--- config.mk ---
export PLATFORM = sky130hd
export DESIGN_NAME = mem_access_stage_flat
export DESIGN_NICKNAME = d
export VERILOG_FILES = /design/src/rtl/mem_access_stage_if.sv /design/src/rtl/mem_access_stage.sv /design/src/flat_wrapper.sv
export SDC_FILE = /design/constraint.sdc
export NUM_CORES = 1
export LEC_CHECK = 0
export CAP_MARGIN = 0
export CELL_PAD_IN_SITES_DETAIL_PLACEMENT = 1
export CELL_PAD_IN_SITES_GLOBAL_PLACEMENT = 1
export CORE_AREA = 2 2 205 207
export DETAILED_ROUTE_END_ITERATION = 12
export DIE_AREA = 0 0 207 209
export GPL_ROUTABILITY_DRIVEN = 0
export PLACE_DENSITY_LB_ADDON = 0.1
export SYNTH_ARGS = -nofsm -noshare
export SYNTH_HDL_FRONTEND = slang
export SYNTH_SLANG_ARGS = --single-unit
--- constraint.sdc ---
create_clock -name clk -period 2.3 [get_ports clk]
set_input_delay 0.46 -clock clk [delete_from_list [all_inputs] [get_ports clk]]
set_output_delay 0.46 -clock clk [all_outputs]
set_load 0.005 [all_outputs]
--- src/rtl/mem_access_stage_if.sv ---
// Data-memory bus between the memory-access stage (master) and the memory (slave).
// Request channel is valid/ready; load responses are a one-way valid pulse with no back-pressure.
interface mem_access_stage_if;
    logic        dmem_req_valid;
    logic        dmem_req_ready;
    logic        dmem_req_we;
    logic [31:0] dmem_req_addr;
    logic [31:0] dmem_req_wdata;
    logic [3:0]  dmem_req_wstrb;
    logic        dmem_resp_valid;
    logic [31:0] dmem_resp_rdata;

    modport master (
        output dmem_req_valid, dmem_req_we, dmem_req_addr, dmem_req_wdata, dmem_req_wstrb,
        input  dmem_req_ready, dmem_resp_valid, dmem_resp_rdata
    );

    modport slave (
        input  dmem_req_valid, dmem_req_we, dmem_req_addr, dmem_req_wdata, dmem_req_wstrb,
        output dmem_req_ready, dmem_resp_valid, dmem_resp_rdata
    );
endinterface

--- src/rtl/mem_access_stage.sv ---
// RISC-V memory-access stage: one dmem request per load/store, load data aligned and extended here.
// Latency 1 cycle for non-memory ops, more for memory ops; holds everything while write-back stalls.
module mem_access_stage (
    input  logic        clk,
    input  logic        rst,
    input  logic        e_to_m_valid,
    output logic        m_allow_in,
    output logic        m_valid,
    output logic        m_to_w_valid,
    input  logic        w_allow_in,
    input  logic [6:0]  E_opcode,
    input  logic [2:0]  E_funct3,
    input  logic [4:0]  E_rd,
    input  logic [31:0] E_valE,
    input  logic [31:0] E_valB,
    input  logic [31:0] E_default_pc,
    input  logic [31:0] E_cur_pc,
    input  logic [31:0] E_instr,
    input  logic [31:0] E_pred_pc,
    input  logic        E_commit,
    output logic [6:0]  M_opcode,
    output logic [4:0]  M_rd,
    output logic [31:0] M_valE,
    output logic [31:0] M_default_pc,
    output logic [31:0] M_cur_pc,
    output logic [31:0] M_instr,
    output logic [31:0] M_pred_pc,
    output logic        M_commit,
    output logic [31:0] m_valM,
    output logic        M_misalign,
    mem_access_stage_if.master dmem
);
    typedef enum logic [1:0] {IDLE, REQ, WAIT, DONE} state_t;

    state_t      state_q;
    logic        m_valid_q;
    logic [6:0]  opcode_q;
    logic [2:0]  funct3_q;
    logic [4:0]  rd_q;
    logic [31:0] valE_q;
    logic [31:0] default_pc_q;
    logic [31:0] cur_pc_q;
    logic [31:0] instr_q;
    logic [31:0] pred_pc_q;
    logic        commit_q;
    logic [31:0] valM_q;
    logic        misalign_q;
    logic        req_valid_q;
    logic        req_we_q;
    logic [31:0] req_addr_q;
    logic [31:0] req_wdata_q;
    logic [3:0]  req_wstrb_q;

    logic        e_load;
    logic        e_store;
    logic        e_misalign;
    logic        e_mem_go;
    logic [31:0] e_wdata;
    logic [3:0]  e_wstrb;
    logic        m_ready_go;
    logic        capture;

    always_comb begin
        e_load     = (E_opcode == 7'b0000011) &&
                     (E_funct3 inside {3'b000, 3'b001, 3'b010, 3'b100, 3'b101});
        e_store    = (E_opcode == 7'b0100011) && (E_funct3 inside {3'b000, 3'b001, 3'b010});
        e_misalign = 1'b0;
        case (E_funct3[1:0])
            2'b01:   e_misalign = E_valE[0];
            2'b10:   e_misalign = |E_valE[1:0];
            default: e_misalign = 1'b0;
        endcase
        e_misalign = e_misalign & (e_load | e_store);
        e_mem_go   = (e_load | e_store) & ~e_misalign;
        e_wdata    = '0;
        e_wstrb    = '0;
        if (e_store) begin
            case (E_funct3[1:0])
                2'b00: begin
                    e_wdata = {4{E_valB[7:0]}};
                    e_wstrb = 4'b0001 << E_valE[1:0];
                end
                2'b01: begin
                    e_wdata = {2{E_valB[15:0]}};
                    e_wstrb = E_valE[1] ? 4'b1100 : 4'b0011;
                end
                default: begin
                    e_wdata = E_valB;
                    e_wstrb = 4'b1111;
                end
            endcase
        end
    end

    assign m_ready_go   = (state_q == DONE);
    assign m_allow_in   = ~m_valid_q | (m_ready_go & w_allow_in);
    assign m_to_w_valid = m_valid_q & m_ready_go;
    assign capture      = m_allow_in & e_to_m_valid;

    // Byte/halfword lane selection and extension of the returned word.
    function automatic logic [31:0] load_ext(input logic [31:0] rdata,
                                             input logic [1:0]  lane,
                                             input logic [2:0]  f3);
        logic [7:0]  b;
        logic [15:0] h;
        logic [31:0] r;
        b = rdata[{lane, 3'b000} +: 8];
        h = lane[1] ? rdata[31:16] : rdata[15:0];
        case (f3)
            3'b000:  r = {{24{b[7]}}, b};
            3'b001:  r = {{16{h[15]}}, h};
            3'b100:  r = {24'b0, b};
            3'b101:  r = {16'b0, h};
            default: r = rdata;
        endcase
        return r;
    endfunction

    always_ff @(posedge clk) begin
        if (rst) begin
            state_q      <= IDLE;
            m_valid_q    <= 1'b0;
            opcode_q     <= '0;
            funct3_q     <= '0;
            rd_q         <= '0;
            valE_q       <= '0;
            default_pc_q <= '0;
            cur_pc_q     <= '0;
            instr_q      <= '0;
            pred_pc_q    <= '0;
            commit_q     <= 1'b0;
            valM_q       <= '0;
            misalign_q   <= 1'b0;
            req_valid_q  <= 1'b0;
            req_we_q     <= 1'b0;
            req_addr_q   <= '0;
            req_wdata_q  <= '0;
            req_wstrb_q  <= '0;
        end else begin
            if (m_allow_in)
                m_valid_q <= e_to_m_valid;
            if (capture) begin
                opcode_q     <= E_opcode;
                funct3_q     <= E_funct3;
                rd_q         <= E_rd;
                valE_q       <= E_valE;
                default_pc_q <= E_default_pc;
                cur_pc_q     <= E_cur_pc;
                instr_q      <= E_instr;
                pred_pc_q    <= E_pred_pc;
                commit_q     <= E_commit;
                valM_q       <= '0;
                misalign_q   <= e_misalign;
                req_valid_q  <= e_mem_go;
                req_we_q     <= e_store;
                req_addr_q   <= {E_valE[31:2], 2'b00};
                req_wdata_q  <= e_wdata;
                req_wstrb_q  <= e_wstrb;
                state_q      <= e_mem_go ? REQ : DONE;
            end else begin
                case (state_q)
                    REQ: if (dmem.dmem_req_ready) begin
                        // Stores are posted: completion does not wait for any response.
                        req_valid_q <= 1'b0;
                        state_q     <= req_we_q ? DONE : WAIT;
                    end
                    WAIT: if (dmem.dmem_resp_valid) begin
                        valM_q  <= load_ext(dmem.dmem_resp_rdata, valE_q[1:0], funct3_q);
                        state_q <= DONE;
                    end
                    DONE: if (w_allow_in) state_q <= IDLE;
                    default: ;
                endcase
            end
        end
    end

    assign m_valid             = m_valid_q;
    assign M_opcode            = opcode_q;
    assign M_rd                = rd_q;
    assign M_valE              = valE_q;
    assign M_default_pc        = default_pc_q;
    assign M_cur_pc            = cur_pc_q;
    assign M_instr             = instr_q;
    assign M_pred_pc           = pred_pc_q;
    assign M_commit            = commit_q;
    assign m_valM              = valM_q;
    assign M_misalign          = misalign_q;
    assign dmem.dmem_req_valid = req_valid_q;
    assign dmem.dmem_req_we    = req_we_q;
    assign dmem.dmem_req_addr  = req_addr_q;
    assign dmem.dmem_req_wdata = req_wdata_q;
    assign dmem.dmem_req_wstrb = req_wstrb_q;
endmodule

--- src/flat_wrapper.sv ---
// flat-port wrapper written by rule: the top's interface ports become plain ports
module mem_access_stage_flat 
  (clk, rst, e_to_m_valid, m_allow_in, m_valid, m_to_w_valid, w_allow_in, E_opcode, E_funct3, E_rd, E_valE, E_valB, E_default_pc, E_cur_pc, E_instr, E_pred_pc, E_commit, M_opcode, M_rd, M_valE, M_default_pc, M_cur_pc, M_instr, M_pred_pc, M_commit, m_valM, M_misalign, dmem_dmem_req_valid, dmem_dmem_req_we, dmem_dmem_req_addr, dmem_dmem_req_wdata, dmem_dmem_req_wstrb, dmem_dmem_req_ready, dmem_dmem_resp_valid, dmem_dmem_resp_rdata);
  mem_access_stage_if dmem_i ();
  input  logic clk;
  input  logic rst;
  input  logic e_to_m_valid;
  output logic m_allow_in;
  output logic m_valid;
  output logic m_to_w_valid;
  input  logic w_allow_in;
  input  logic [6:0] E_opcode;
  input  logic [2:0] E_funct3;
  input  logic [4:0] E_rd;
  input  logic [31:0] E_valE;
  input  logic [31:0] E_valB;
  input  logic [31:0] E_default_pc;
  input  logic [31:0] E_cur_pc;
  input  logic [31:0] E_instr;
  input  logic [31:0] E_pred_pc;
  input  logic E_commit;
  output logic [6:0] M_opcode;
  output logic [4:0] M_rd;
  output logic [31:0] M_valE;
  output logic [31:0] M_default_pc;
  output logic [31:0] M_cur_pc;
  output logic [31:0] M_instr;
  output logic [31:0] M_pred_pc;
  output logic M_commit;
  output logic [31:0] m_valM;
  output logic M_misalign;
  output wire logic [$bits(dmem_i.dmem_req_valid)-1:0] dmem_dmem_req_valid;
  output wire logic [$bits(dmem_i.dmem_req_we)-1:0] dmem_dmem_req_we;
  output wire logic [$bits(dmem_i.dmem_req_addr)-1:0] dmem_dmem_req_addr;
  output wire logic [$bits(dmem_i.dmem_req_wdata)-1:0] dmem_dmem_req_wdata;
  output wire logic [$bits(dmem_i.dmem_req_wstrb)-1:0] dmem_dmem_req_wstrb;
  input wire logic [$bits(dmem_i.dmem_req_ready)-1:0] dmem_dmem_req_ready;
  input wire logic [$bits(dmem_i.dmem_resp_valid)-1:0] dmem_dmem_resp_valid;
  input wire logic [$bits(dmem_i.dmem_resp_rdata)-1:0] dmem_dmem_resp_rdata;
  assign dmem_dmem_req_valid = dmem_i.dmem_req_valid;
  assign dmem_dmem_req_we = dmem_i.dmem_req_we;
  assign dmem_dmem_req_addr = dmem_i.dmem_req_addr;
  assign dmem_dmem_req_wdata = dmem_i.dmem_req_wdata;
  assign dmem_dmem_req_wstrb = dmem_i.dmem_req_wstrb;
  assign dmem_i.dmem_req_ready = dmem_dmem_req_ready;
  assign dmem_i.dmem_resp_valid = dmem_dmem_resp_valid;
  assign dmem_i.dmem_resp_rdata = dmem_dmem_resp_rdata;
  mem_access_stage u_core (.clk(clk), .rst(rst), .e_to_m_valid(e_to_m_valid), .m_allow_in(m_allow_in), .m_valid(m_valid), .m_to_w_valid(m_to_w_valid), .w_allow_in(w_allow_in), .E_opcode(E_opcode), .E_funct3(E_funct3), .E_rd(E_rd), .E_valE(E_valE), .E_valB(E_valB), .E_default_pc(E_default_pc), .E_cur_pc(E_cur_pc), .E_instr(E_instr), .E_pred_pc(E_pred_pc), .E_commit(E_commit), .M_opcode(M_opcode), .M_rd(M_rd), .M_valE(M_valE), .M_default_pc(M_default_pc), .M_cur_pc(M_cur_pc), .M_instr(M_instr), .M_pred_pc(M_pred_pc), .M_commit(M_commit), .m_valM(m_valM), .M_misalign(M_misalign), .dmem(dmem_i));
endmodule
Yosys cells after proc, flatten, opt, wreduce, memory -nomap -nowiden
Index checks and enable logic that the tools add are counted.

storage, ports and cells
  flip-flop bits (word level) = 280
  input port bits = 246
  output and inout bits = 279
  logic and storage cells = 79

operators by class
  eq/ne operators = 17
  shift-type cells = 2
  multiplexer cells = 18
  bitwise operators = 9
  reduce and logical (&&, ||, !) cells = 15

operators by type and width
  cell                                                    count
  case mux 32 bit (4 select lines)                        1
  case mux 32 bit (2 select lines)                        1
  two-way mux 32 bit                                      1
  variable part select 32 x 6 -> 8 bit                    1
  two-way mux 16 bit                                      1
  equality test 3 bit (second input constant)             4
  two-way mux 2 bit                                       5
  two-way mux 4 bit                                       2
  case mux 4 bit (2 select lines)                         1
  equality test 7 x 2 -> 1 bit (second input constant)    1
  equality test 7 x 6 -> 1 bit (second input constant)    1
  equality test 2 bit (second input constant)             3
  equality test 3 x 1 -> 1 bit (second input constant)    2
  logical NOT 3 bit                                       2
  inequality test 3 x 2 -> 1 bit (second input constant)  2
  case mux 2 bit (3 select lines)                         1
  bitwise AND 1 bit                                       5
  nonzero test 5 bit                                      1
  equality test 2 x 1 -> 1 bit (second input constant)    2
  two-way mux 1 bit                                       4
  AND reduction 2 bit                                     2
  AND reduction 4 bit                                     1
  nonzero test 2 bit                                      2
  nonzero test 4 bit                                      1
  other kinds (10)                                        14

Longest topological paths before layout
Gate-level depths: netlist of the first run.

  depth in word-level cells = 9
  mapped depth = 8
  depth with buffers taken out = 6

Worst setup path after synthesis of the first run
Ideal clock, no wire load.

  path type = input to register
  from = input port E_funct3[1]
  to = register u_core.req_wdata_q[0] (netlist: u_core.dmem.dmem_req_wdata[0])
  setup time = 0.117 ns
  arrival time = 1.682 ns
  data required time = 2.183 ns
  path slack = 0.502 ns
  cell stages on the path = 7
  buffers on the path = 2
  cells stage by stage = inv_1 ha_1 or2_2 buf_2 o211a_1 buf_2 a22o_1

on the way
  word-level cells in the longest chain between the ends = 4
  elaborated cells on any way between the ends = 6
  those cells by class = eq/ne: 2; mux: 1; reduce/logical: 3

ends and longest elaborated chain
  item                                                  RTL line                 source
  start: declaration                                    flat_wrapper.sv:13       input logic [2:0] E_funct3;
  equality test 3 x 1 -> 1 bit (tied with other cells)  mem_access_stage.sv:66   e_store = (E_opcode == 7'b0100011) && (E_funct3 inside {3'b000, 3'b001, 3'b010});
  nonzero test 3 bit (*)                                mem_access_stage.sv:66
  logical AND 1 bit (*)                                 mem_access_stage.sv:66
  two-way mux 32 bit (*)                                mem_access_stage.sv:77   if (e_store) begin
  end signal: assignment                                mem_access_stage.sv:157  req_wdata_q <= e_wdata;
  end: declaration                                      mem_access_stage.sv:51   logic [31:0] req_wdata_q;

Mark *: on every way between the ends. The rest lies on a longest branch, timed or not.
A chain may end at the register's enable or synchronous reset.

Worst setup path in the final report of the first run
  from = register u_core.valE_q[1] (netlist: u_core.M_valE[1])
  to = output port M_valE[1]

RTL lines
  item                      RTL line                 source
  start: declaration        mem_access_stage.sv:40   logic [31:0] valE_q;
  start signal: assignment  mem_access_stage.sv:146  valE_q <= E_valE;
  end: declaration          flat_wrapper.sv:24       output logic [31:0] M_valE;

No word-level cell between the ends.

==> reports/qor.csv, run 1 <==
metric,value,unit
worst vdd ir,0.478,mV
CP endpoint kind,primary output,
max incr delay on CP,0.60,ns
Slew Limit Headroom,47.6,%
number of fill cells in the layout,4867,
ys async rst share,0,%
Synth Area per Inst,8.13,sq um
# DRC,0,
max-cap viol count,0,
"most common cell after layout, fill and taps aside",clkdlybuf4s50_1,
RSZ-0062 raised after global routing,false,
clk sinks,250,
final net count,1937,
die span in x,207,microns
pwr dens,690,mW/mm^2
status,"complete, no violations",
critical path class,reg2out,
routed vias/inst,4.46,
Core Rows,75,
Worst Clk Skew,0.0205,ns
fmax,0.460,GHz
"Distinct cells, synth",53,
I/O pins,525,
Reg2Reg Setup Slack,0.42,ns
first-pass GRT wire length,67000,microns
Post-synth EDFFs,0,
Setup TNS,0,ns
final HPWL from detailed placement,33300,microns
wire per inst,19.6,microns
Hold Buf Count CTS,0,
clock-pin slew on the worst setup and hold paths,0.06,ns
drt first pass iters,4,
Die ar.,0.0433,sq mm
CTS tree,done,
routed wire length,44100,microns
clock buffer depth,3,
Power Total,11.4,mW
Final Hold Fails,0,
area grow syn2layout,69.8,%
number of global-route vias before repair,10600,
total CTS buffers,31,
crit path time final,2.17,ns
largest fanout on the critical path,8,
crit path from,u_core.M_valE[1]$_SDFFE_PP0P_,
hold worst-path end,u_core.dmem.dmem_req_we$_SDFFE_PP0P_,
starting density of the core,23.6,%
Die Y,209,microns
H-tree depth,1,
GRT Util Overall,19.8,%
part of the cycle the worst path needs,94.4,%
Hold Crit Depth,5,
Post-synth top flop,dfxtp_1,
"antenna viol nets, final",0,
via count,10100,
worst-path cell with the longest stage delay,clkdlybuf4s50_1,
critical path startpoint category,flip-flop,
Hold Path Origin,rst,
Reg2Reg Depth,4,
FF-to-FF End,u_core.m_valM[6]$_SDFFE_PP0P_,
Top Family by Delay on Critical Path,buffers and inverters,
GR Overflow Total,0,
fraction of layout cells with a size suffix above 1,7.42,%
gate count of the mapped netlist,1200,
Min-Delay Path Class,in2reg,
worst path required time,1.84,ns
register area share after synthesis,51.3,%
largest net degree at the start of global routing,135,
I/O Buffers,522,
Worst-Margin Slew,0.786,ns
"Cell Chain, Critical Path",clkdlybuf4s50_1,
root buffer cell,clkbuf_16,
Final Setup Violations,0,
CP Buf/Inv Count,1,
total core area,0.0413,sq mm
Pleak,6.11,nW
Worst EP arrival,1.71,ns
Post-Syn Area,0.00976,sq mm
Ys Warns,0,
Skew-Pair Late Insertion Delay,0.58,ns
Max Slew Vio Count,0,
reg2reg start,u_core.M_valE[0]$_SDFFE_PP0P_,
Initial DRC Count,394,
flop and latch count out of synthesis,250,
number of antenna violations at the first check in global routing,7,
most frequent cells in the layout,"clkdlybuf4s50_1 (520), nand2_1 (419), dfxtp_1 (248)",
final cells by class:
type	count	area [sq um]	share of cell area, %
Clock inverter	17	148	0.891
Inverter	5	18.8	0.113
Tap cell	539	674	4.07
Clock buffer	40	860	5.19
Sequential cell	250	5010	30.2
Antenna cell	5	12.5	0.0755
Timing Repair Buffer	573	5850	35.3
Multi-Input combinational cell	826	4010	24.2
cell usage after synthesis, types with 2 or more instances:
master,count,area (sq um)
a211oi_1,7,52.6
a21oi_1,206,1030
a22o_1,10,87.6
a22oi_1,8,60.1
and2_1,2,12.5
and3_1,2,12.5
buf_2,19,95.1
buf_4,36,270
buf_6,15,169
clkbuf_1,48,180
dfxtp_1,250,5000
ha_1,4,50.1
inv_1,5,18.8
mux2_2,8,90.1
mux2i_1,11,110
nand2_1,419,1570
nand2b_1,2,12.5
nand3_1,2,10.0
nor2_1,12,45.0
nor2b_1,4,25.0
nor3_1,7,35.0
o211a_1,2,20.0
o211ai_1,8,60.1
o21ai_0,63,315
o21ai_1,9,45.0
o32a_1,7,70.1
or3_1,8,50.1
flip-flops by register name (all words and copies together) (netlist names), 7 cells and up:
register and cells:
u_core.M_default_pc 32, u_core.M_cur_pc 32, u_core.M_valE 32, u_core.m_valM 32, u_core.dmem.dmem_req_wdata 32, u_core.M_opcode 7, u_core.M_instr 32, u_core.M_pred_pc 32
worst register-to-register path: cells and delay by family (launching register included):
kind / cells / cell delay (ns)
flops: 1 / 0.43
compound gates: 1 / 0.14
simple gates: 3 / 1.23
timing repair:
item	4_1_cts	5_1_grt
endpoints found under the setup margin	2	0
resized for setup	3	0
setup buffers	0	0
cell families (layout without fill, tap and decap cells):
logic type	Yosys count	count (layout)	synth area share [%]
and+or+nand+nor	471	471	19.4
AOI/OAI and AO/OA	329	329	18.9
DFF	250	250	51.3
buffers and inverters	125	635	7.72
muxes	20	20	2.21
adders and majority gates	4	4	0.513
other	1	7	0.0384
metal layers:
metal | vias to the layer above | track usage [%] | part of all wire, %
met5 | - | 0 | 0.088
met4 | 6 | 5.69 | 2.2
met3 | 57 | 7.74 | 9.0
met2 | 326 | 34.0 | 49
met1 | 4728 | 22.7 | 40
li1 | 4943 | - | -
through the flow:
stage / area (sq um) / utilization (%) / setup slack (ns) / cells / hold slack [ns]
after floorplan: 9760 / - / 0.502 / 1201 / 0.443
after global placement: 15500 / 37.7 / -0.0356 / 2193 / 0.434
after detailed placement: 15500 / 37.7 / -0.0970 / 2193 / 0.446
after CTS: 16600 / 40.1 / 0.0701 / 2250 / 0.362
after global routing: 16600 / 40.1 / 0.0360 / 2253 / 0.395
final: 16600 / 40.1 / 0.128 / 2255 / 0.391
how the worst max path moves through the flow:
| stage | to | depth (start not counted) |
|---|---|---|
| after floorplan | u_core.dmem.dmem_req_wdata[0]$_SDFFE_PP0P_ | 7 |
| after global routing | m_to_w_valid | 2 |
| after CTS | M_valE[1] | 1 |
| after detailed placement | u_core.dmem.dmem_req_wdata[4]$_SDFFE_PP0P_ | 6 |
| after global placement | u_core.dmem.dmem_req_wdata[7]$_SDFFE_PP0P_ | 6 |
| final | M_valE[1] | 1 |
power by group:
group	internal (mW)	switching, mW
Combinational	1.08	0.809
Clock	2.85	2.02
Sequential	4.55	0.126
Power figures use the tool's default switching activity.
==> run 2: changes to the inputs <==
==> constraint.sdc (replaced) <==
create_clock -name clk -period 2.3 [get_ports clk]
set_input_delay 0.46 -clock clk [delete_from_list [all_inputs] [get_ports clk]]
set_output_delay 0.46 -clock clk [all_outputs]
set_load 0.05 [all_outputs]
==> run 2 against run 1 <==
  * Clock power shrank 3%
  * Non-clock buffer count shrank 5
  * Count of clock-buffer cells in the layout grew 6
  * Register-to-register slack lost 0.15 ns
  * Worst setup slack lost 0.068 ns
  * Combinational power grew 43%
  * Critical path type unchanged
  * Critical endpoint is now M_opcode[4]
  * Die area is the same
==> reports/qor.csv, run 2 (synthesis results as in run 1) <==
metric,value,unit
status,"complete, no violations",
die span in x,207,microns
"antenna viol nets, final",0,
Die ar.,0.0433,sq mm
CP endpoint kind,primary output,
Worst Clk Skew,0.0134,ns
CTS tree,done,
final HPWL from detailed placement,33300,microns
GRT Util Overall,19.7,%
number of antenna violations at the first check in global routing,4,
Initial DRC Count,449,
Slew Limit Headroom,46.6,%
# Post-CTS Setup Buffers,0,
root buffer cell,clkbuf_16,
worst-path cell with the longest stage delay,clkdlybuf4s50_1,
Power Total,12.1,mW
area grow syn2layout,68.8,%
largest fanout on the critical path,2,
fraction of layout cells with a size suffix above 1,7.11,%
GR Overflow Total,0,
H-tree depth,1,
# DRC,0,
I/O Buffers,522,
Pleak,6.30,nW
Final Hold Fails,0,
RSZ-0062 raised after global routing,false,
Skew-Pair Late Insertion Delay,0.57,ns
max incr delay on CP,0.89,ns
I/O pins,525,
drt first pass iters,4,
Core Rows,75,
routed vias/inst,4.50,
Top Family by Delay on Critical Path,buffers and inverters,
clock buffer depth,3,
"worst slack, placed",-0.115,ns
via count,10100,
Worst EP arrival,1.78,ns
Min-Delay Path Class,in2reg,
Reg2Reg Setup Slack,0.27,ns
critical path class,reg2out,
Worst-Margin Slew,0.799,ns
pwr dens,732,mW/mm^2
clk sinks,250,
Hold Buf Count CTS,0,
total CTS buffers,31,
first-pass GRT wire length,66400,microns
largest net degree at the start of global routing,120,
wire per inst,19.7,microns
number of global-route vias before repair,10500,
CP Buf/Inv Count,1,
worst path required time,1.84,ns
Setup WS post-layout,0.0600,ns
final net count,1932,
total core area,0.0413,sq mm
most frequent cells in the layout,"clkdlybuf4s50_1 (491), nand2_1 (419), dfxtp_1 (250)",
part of the cycle the worst path needs,97.4,%
"Cell Chain, Critical Path",clkdlybuf4s50_1,
Max Slew Vio Count,0,
"most common cell after layout, fill and taps aside",clkdlybuf4s50_1,
max-cap viol count,0,
clock-pin slew on the worst setup and hold paths,0.06,ns
worst vdd ir,0.462,mV
fmax,0.446,GHz
Die Y,209,microns
routed wire length,44200,microns
starting density of the core,23.6,%
critical path startpoint category,flip-flop,
Final Setup Violations,0,
crit path time final,2.24,ns
number of fill cells in the layout,4824,
## run 2: cell count changes in the layout (fill, tap and decap cells not counted), moves of 2 or more
cell,change
buf_4,+4
clkbuf_1,+4
clkbuf_8,+2
clkdlybuf4s50_1,-29
clkinv_2,-5
clkinvlp_4,-2
dfxtp_1,+2
dfxtp_2,-2
diode_2,-4
dlygate4sd2_1,+10
dlymetal6s2s_1,+10
## run 2: routing by layer
layer,GRT usage (%),wire [microns],vias up
met5,0,50,-
met4,5.02,876,6
met3,7.38,3900,51
met2,34.3,21600,338
met1,22.6,17800,4762
li1,-,-,4924
## run 2: path summary, 6_finish.rpt
path                                                             startpoint                                     endpoint  depth (start not counted)
worst min register to register  u_core.dmem.dmem_req_wdata[24]$_SDFFE_PP0P_  u_core.dmem.dmem_req_wdata[24]$_SDFFE_PP0P_                          2
worst max register to register                u_core.M_valE[0]$_SDFFE_PP0P_                u_core.m_valM[5]$_SDFFE_PP0P_                          4
worst max-delay path                        u_core.M_opcode[4]$_SDFFE_PP0P_                                  M_opcode[4]                          1
worst min-delay path                                                    rst      u_core.dmem.dmem_req_valid$_SDFFE_PP0P_                          3
## run 2: final cells by class
class / instances / area (sq um) / area share [%]
Sequential cell: 250 / 5000 / 30.4
Clock buffer: 46 / 902 / 5.48
Timing Repair Buffer: 568 / 5800 / 35.2
Antenna cell: 1 / 2.50 / 0.0152
Multi-Input combinational cell: 826 / 4010 / 24.3
Inverter: 5 / 18.8 / 0.114
Tap cell: 539 / 674 / 4.10
Clock inverter: 7 / 60.1 / 0.365
## run 2: power by group
| part | leakage (nW) | internal (mW) | total (mW) | switching (mW) |
|---|---|---|---|---|
| combinational | 3.78 | 1.06 | 2.69 | 1.63 |
| clock | 0.479 | 2.78 | 4.70 | 1.92 |
| sequential | 2.04 | 4.55 | 4.67 | 0.124 |
| total | 6.30 | 8.39 | 12.1 | 3.67 |
## run 2: worst min-delay path, stage by stage
cell,delay (ns)
buf_6,0.11
buf_12,0.21
a21oi_1,0.16
## run 2: per-stage QoR
stage	setup TNS (ns)	std cells	area (sq um)	utilization [%]	hold WS (ns)
after floorplan	0	1201	9760	-	0.450
after global placement	-0.847	2188	15500	37.5	0.435
after detailed placement	-1.40	2188	15500	37.5	0.444
after CTS	0	2241	16400	39.8	0.392
after global routing	0	2242	16500	39.9	0.420
final	0	2242	16500	39.9	0.428
## run 2: what timing repair did
action | in CTS | in global routing
endpoints found under the setup margin | 12 | 10
hold endpoints to repair | 0 | 0
resized for setup | 11 | 10
gates cloned | 0 | 0
